File: src/rtl/seq_control_unit.sv
// Fetch/execute sequencer for the 4-bit processor: walks FETCH/OPERAND/EXEC,
// decodes the opcode into datapath enables and aborts on stalled ROM reads.
module seq_control_unit #(
  parameter int unsigned MEM_WAIT_MAX = 15
) (
  input  logic       clk,
  input  logic       reset,
  input  logic       mem_ready,
  input  logic [3:0] instr_op,
  input  logic       c_flag,
  input  logic       z_flag,
  input  logic       resume,
  output logic       fetch_req,
  output logic       ir_load,
  output logic       opr_load,
  output logic       pc_inc,
  output logic       pc_load,
  output logic       acc_en,
  output logic       flags_en,
  output logic [2:0] alu_sel,
  output logic       in_sel,
  output logic       out_en,
  output logic       halted,
  output logic       bus_error,
  output logic [2:0] state_dbg
);

  typedef enum logic [2:0] {
    S_IDLE    = 3'd0,
    S_FETCH   = 3'd1,
    S_OPERAND = 3'd2,
    S_EXEC    = 3'd3,
    S_HALT    = 3'd4
  } state_t;

  localparam logic [2:0] ALU_PASSB = 3'b000;
  localparam logic [2:0] ALU_ADD   = 3'b001;
  localparam logic [2:0] ALU_SUB   = 3'b010;
  localparam logic [2:0] ALU_AND   = 3'b011;
  localparam logic [2:0] ALU_OR    = 3'b100;
  localparam logic [2:0] ALU_NAND  = 3'b101;

  localparam logic [7:0] WAIT_MAX   = 8'(MEM_WAIT_MAX);
  localparam bit         TIMEOUT_EN = (MEM_WAIT_MAX != 0);

  state_t     state_q, state_d;
  logic [3:0] opcode_q, opcode_d;
  logic [7:0] wait_cnt_q, wait_cnt_d;
  logic       bus_error_q, bus_error_d;

  // Jumps (0xA..0xE) carry a target byte and need an OPERAND read.
  function automatic logic is_two_byte(input logic [3:0] op);
    return (op >= 4'hA) && (op <= 4'hE);
  endfunction

  always_comb begin
    state_d     = state_q;
    opcode_d    = opcode_q;
    wait_cnt_d  = '0;
    bus_error_d = bus_error_q;
    case (state_q)
      S_IDLE: state_d = S_FETCH;
      S_FETCH, S_OPERAND: begin
        if (mem_ready) begin
          if (state_q == S_FETCH) begin
            opcode_d = instr_op;
            state_d  = is_two_byte(instr_op) ? S_OPERAND : S_EXEC;
          end else begin
            state_d = S_EXEC;
          end
        end else if (TIMEOUT_EN && (wait_cnt_q == WAIT_MAX)) begin
          state_d     = S_HALT;
          bus_error_d = 1'b1;
        end else begin
          // Saturate so a disabled timeout never wraps the counter.
          wait_cnt_d = (wait_cnt_q == 8'hFF) ? wait_cnt_q : wait_cnt_q + 8'd1;
        end
      end
      S_EXEC: state_d = (opcode_q == 4'hF) ? S_HALT : S_FETCH;
      S_HALT: if (resume && !bus_error_q) state_d = S_FETCH;
      default: state_d = S_IDLE;
    endcase
  end

  always_ff @(posedge clk or posedge reset) begin
    if (reset) begin
      state_q     <= S_IDLE;
      opcode_q    <= '0;
      wait_cnt_q  <= '0;
      bus_error_q <= 1'b0;
    end else begin
      state_q     <= state_d;
      opcode_q    <= opcode_d;
      wait_cnt_q  <= wait_cnt_d;
      bus_error_q <= bus_error_d;
    end
  end

  always_comb begin
    fetch_req = 1'b0;
    ir_load   = 1'b0;
    opr_load  = 1'b0;
    pc_inc    = 1'b0;
    pc_load   = 1'b0;
    acc_en    = 1'b0;
    flags_en  = 1'b0;
    alu_sel   = ALU_PASSB;
    in_sel    = 1'b0;
    out_en    = 1'b0;
    case (state_q)
      S_FETCH: begin
        fetch_req = 1'b1;
        ir_load   = mem_ready;
        pc_inc    = mem_ready;
      end
      S_OPERAND: begin
        fetch_req = 1'b1;
        opr_load  = mem_ready;
        pc_inc    = mem_ready;
      end
      S_EXEC: begin
        case (opcode_q)
          4'h1: acc_en = 1'b1;
          4'h2: begin acc_en = 1'b1; flags_en = 1'b1; alu_sel = ALU_ADD;  end
          4'h3: begin acc_en = 1'b1; flags_en = 1'b1; alu_sel = ALU_SUB;  end
          4'h4: begin acc_en = 1'b1; flags_en = 1'b1; alu_sel = ALU_AND;  end
          4'h5: begin acc_en = 1'b1; flags_en = 1'b1; alu_sel = ALU_OR;   end
          4'h6: begin acc_en = 1'b1; flags_en = 1'b1; alu_sel = ALU_NAND; end
          4'h7: begin flags_en = 1'b1; alu_sel = ALU_SUB; end
          4'h8: begin acc_en = 1'b1; in_sel = 1'b1; end
          4'h9: out_en = 1'b1;
          4'hA: pc_load = 1'b1;
          4'hB: pc_load = c_flag;
          4'hC: pc_load = ~c_flag;
          4'hD: pc_load = z_flag;
          4'hE: pc_load = ~z_flag;
          default: ;
        endcase
      end
      default: ;
    endcase
  end

  assign halted    = (state_q == S_HALT);
  assign bus_error = bus_error_q;
  assign state_dbg = state_q;

endmodule

File: config.mk
export PLATFORM = sky130hd
export DESIGN_NAME = seq_control_unit
export DESIGN_NICKNAME = d
export VERILOG_FILES = /design/src/rtl/seq_control_unit.sv
export SDC_FILE = /design/constraint.sdc
export NUM_CORES = 1
export LEC_CHECK = 0
export BUFFER_PORTS_ARGS = -buffer_cell sky130_fd_sc_hd__buf_2
export CAP_MARGIN = 20
export CORE_MARGIN = 2
export CORE_UTILIZATION = 49
export CTS_CLUSTER_DIAMETER = 150
export CTS_CLUSTER_SIZE = 16
export DETAILED_ROUTE_END_ITERATION = 12
export PLACE_DENSITY = 0.78
export SETUP_SLACK_MARGIN = 0.05
export SLEW_MARGIN = 20
export SYNTH_ARGS = -nofsm -noshare
export SYNTH_HDL_FRONTEND = slang
export SYNTH_SLANG_ARGS = --single-unit
File: constraint.sdc
create_clock -name clk -period 1.8 [get_ports clk]
set_input_delay 0.09 -clock clk [delete_from_list [all_inputs] [get_ports clk]]
set_output_delay 0.09 -clock clk [all_outputs]
set_load 0.02 [all_outputs]
==> results.txt <==
----------------------------------------------------
[Power and ir drop]
  Pwr Density ... 1409 nW/um^2
  Max rail drop VDD ... 0.0007843 V
  Fraction of power consumed by combinational cells ... 50.1%
  Net Sw Power ... 0.7959 mW
  Static Leak ... 0.6329 nW
  Internal power ... 1.051 mW
  Portion of total power attributed to the clock network ... 13.0%
  Sw Share ... 43.09%
  Proportion of power drawn by flip-flops and latches ... 36.9%
  Final Total Pwr ... 1.847 mW

[Routing]
  Number of DRC markers after the initial detailed-route iteration ... 22
  DRC violations left ... 0
  Via count normalized by instance count ... 5.531
  Drt wl/cell ... 13.51 um
  Post-route ant nets ... 0
  First-pass detailed-route iteration total ... 4
  Total routed wirelength ... 2365 um
  Via count ... 968

[Min path]
  Cells on Worst Hold Path ... 2
  Hold WC Path Type ... in2reg

[CTS]
  CTS buffer count ... 3
  Number of H-tree branching levels ... 1
  Clock slew at reported path FFs ... 0.10 ns
  Clock Path Buffers ... 2
  Clock tree from TritonCTS ... done
  Insertion delay to the later sink of the worst-skew pair ... 0.29 ns
  Cell at the root of the clock tree ... sky130_fd_sc_hd__clkbuf_4
  Clock sinks ... 16

[Floorplanning]
  Horizontal die dimension ... 49.93 um
  Die height ... 49.93 um
  I/O pin cnt ... 27
  FP Rows ... 16
  Die Outline Area ... 2493 um^2
  Standard cell core area ... 1982 um^2
  Initial Utilization ... 52.15%

[Synth]
  Count of mapped cells out of synthesis ... 112
  Most area-consuming cells after synthesis ... sky130_fd_sc_hd__dfrtp_1, sky130_fd_sc_hd__nand3_1, sky130_fd_sc_hd__mux2_2, sky130_fd_sc_hd__nor2_1, sky130_fd_sc_hd__o21ai_0
  Synth top cells by count ... sky130_fd_sc_hd__dfrtp_1, sky130_fd_sc_hd__nor2_1, sky130_fd_sc_hd__nand2_1, sky130_fd_sc_hd__nand3_1, sky130_fd_sc_hd__o21ai_0
  Top cell type by total area after synthesis ... sky130_fd_sc_hd__dfrtp_1
  Proportion of synthesized flip-flops having asynchronous set or reset ... 100.0%
  Top-count cell post-synth ... sky130_fd_sc_hd__dfrtp_1
  Post-synthesis net count ... 123
  Synthesized area per cell ... 9.228 um^2
  Count of flip-flops with a built-in enable after synthesis ... 0
  Post-synthesis register bit count ... 16
  Count of unique library cells instantiated by Yosys ... 41
  Post-synthesis instance area ... 1033 um^2
  Primary FF master, synth ... sky130_fd_sc_hd__dfrtp_1
  Area share of the largest cell type after synthesis ... 38.74%
  Proportion of synthesized chip area in sequential cells ... 38.74%
  Count of warnings emitted by yosys ... 0

[Timing]
  Final Cycle Share ... 93.98%
  Worst Slack Setup Final ... 0.1084 ns
  Clock period minus worst slack ... 1.692 ns
  Clock tree skew after final layout ... 0.005392 ns
  Total count of hold-check failures in the final report ... 0
  Setup violations, final ... 0
  Worst hold slack ... 0.05540 ns
  Unrepaired setup endpoints after global routing ... yes
  Final Slew Violations ... 0
  Worst slew slack as a fraction of its limit ... 59.86%
  Worst slew pin tran ... 0.6014 ns
  Total negative slack ... 0 ns
  Maximum operating frequency ... 591.2 MHz

[Finish]
  Final standard cell utilization of the core ... 66.16%
  Diode count ... 0
  Register area ... 406.6 um^2
  Synthesis-to-layout area growth ... 26.88%
  Final #Nets ... 160
  Fraction of final layout cells sized beyond drive strength 1 ... 43.24%
  Fill cell instance count of the final layout ... 161
  Multi-input gate area ... 596.8 um^2

[Worst setup path]
  CP Max Fanout ... 8
  Worst Path Class, Setup ... reg2out
  Critical path capture point type ... output pin
  Maximum cell stage delay along the critical path ... 0.56 ns
  Startpoint kind of the worst setup timing path ... flop
  Worst reg-to-reg path cell count ... 5
  Cell-by-cell trace of the critical path ... nand2b_4 > nor3b_4 > or2_2 > buf_2
  Arrival time reported for the critical path endpoint ... 1.60 ns
  Critical Path RT ... 1.71 ns
  CP max-delay cell ... sky130_fd_sc_hd__dfrtp_1

[Global route]
  Pin count of the biggest net entering global routing ... 17
  Leftover overflow at the end of global routing ... 0
  Wire length of the first global-routing pass ... 3767 um
  Via count of the first global-routing pass ... 851
  Global-route usage over all layers ... 19.47%
  Antenna violations before repair ... 0

[Outcome]
  Result of the run ... finished clean

[Flow run]
  Max-cap viol count ... 0

[Place]
  Input/output buffers ... 26
  Half-perimeter wire length after placement ... 1659 um
  Setup slack after placement ... 0.1899 ns
  Final weighted congestion in routability-driven placement ... 0.8429

----------------------------------------------------
## sequential cells by signal, summed over array words and instances, names as in the netlist
name	cells
bus_error	1
opcode_q	4
wait_cnt_q	8
state_dbg	3
## worst max-delay path, delay by kind of cell (launching register included)
family,cells,cell delay [ns]
buffers and inverters,1,0.16
flip-flops,1,0.56
AND/OR/NAND/NOR,3,0.59
## metal layers
metal	vias to the layer above	share of wire (%)	global-route usage (%)
li1	478	-	-
met1	450	43	23.75
met2	36	50	33.78
met3	4	5.8	4.848
met4	0	1.1	5.556
met5	-	0	0
## power by group through the flow
stage | Sequential, mW | Clock (mW) | Combinational [mW]
detailed placement | 0.665 | 0 | 0.789
finish | 0.681 | 0.241 | 0.926
global route | 0.704 | 0.267 | 1.01
global placement | 0.657 | 0 | 0.766
floorplan | 0.577 | 0 | 0.693
CTS | 0.664 | 0.240 | 0.802
## layout by cell type, fill, tap and decap left out, types with 2 or more instances in the layout
master / Yosys / layout
sky130_fd_sc_hd__xnor2_1: 2 / 2
sky130_fd_sc_hd__buf_4: 0 / 10
sky130_fd_sc_hd__a21o_1: 2 / 2
sky130_fd_sc_hd__nor4_1: 2 / 2
sky130_fd_sc_hd__dfrtp_1: 16 / 11
sky130_fd_sc_hd__nand2_1: 9 / 9
sky130_fd_sc_hd__a211oi_1: 2 / 2
sky130_fd_sc_hd__mux2_2: 4 / 4
sky130_fd_sc_hd__dfrtp_2: 0 / 5
sky130_fd_sc_hd__buf_2: 0 / 26
sky130_fd_sc_hd__nor2_1: 11 / 9
sky130_fd_sc_hd__nand3_1: 9 / 9
sky130_fd_sc_hd__nor2_2: 0 / 2
sky130_fd_sc_hd__o31ai_1: 2 / 2
sky130_fd_sc_hd__inv_1: 6 / 6
sky130_fd_sc_hd__a21oi_1: 5 / 5
sky130_fd_sc_hd__nand3b_1: 2 / 2
sky130_fd_sc_hd__clkbuf_4: 0 / 3
sky130_fd_sc_hd__mux2i_1: 2 / 2
sky130_fd_sc_hd__o21ai_0: 7 / 6
sky130_fd_sc_hd__nand4_1: 2 / 2
sky130_fd_sc_hd__nor3b_2: 2 / 2
## layout make-up
| cell class | count | share of cell area, % |
|---|---|---|
| flip-flops and latches | 16 | 31.01 |
| well taps | 27 | 2.576 |
| multi-input cells | 85 | 45.52 |
| clock buffers | 4 | 2.767 |
| inverters | 6 | 1.718 |
| repair buffers | 37 | 16.41 |
## logic make-up after synthesis
kind of cell	count (synthesis)	share of synthesized area, %
and+or+nand+nor	49	27.84
buffers and inverters	11	5.689
AOI/OAI and AO/OA	25	16.10
DFF	16	38.74
xor gates and xnor gates	4	4.117
muxes	6	6.295
adders and majority gates	1	1.210
## path summary, 6_finish.rpt
| path | from | to | slack [ns] |
|---|---|---|---|
| worst min register to register | bus_error | bus_error | 0.50 |
| max in group asynchronous | reset | opcode_q[1] | 0.98 |
| worst max register to register | state_dbg[1] | wait_cnt_q[5] | 0.21 |
| min in group asynchronous | reset | state_dbg[2] | 0.40 |
| worst max-delay path | state_dbg[2] | pc_inc | 0.11 |
| worst min-delay path | instr_op[0] | opcode_q[0] | 0.06 |
## metrics by stage
stage          instance area (um^2)  instances
3_3_place_gp                   1190        163
2_1_floorplan                  1040        112
5_1_grt                        1311        175
6_report                       1311        175
3_5_place_dp                   1190        163
4_1_cts                        1244        168
## repair_timing
action                                  CTS  global route
hold buffers                              1             0
cloned                                    0             0
setup buffers                             0             7
endpoints found under the setup margin    2            10
hold endpoints to repair                 16             0
resized for setup                         2             8
pin swaps                                 0             2
Power figures use the tool's default switching activity.
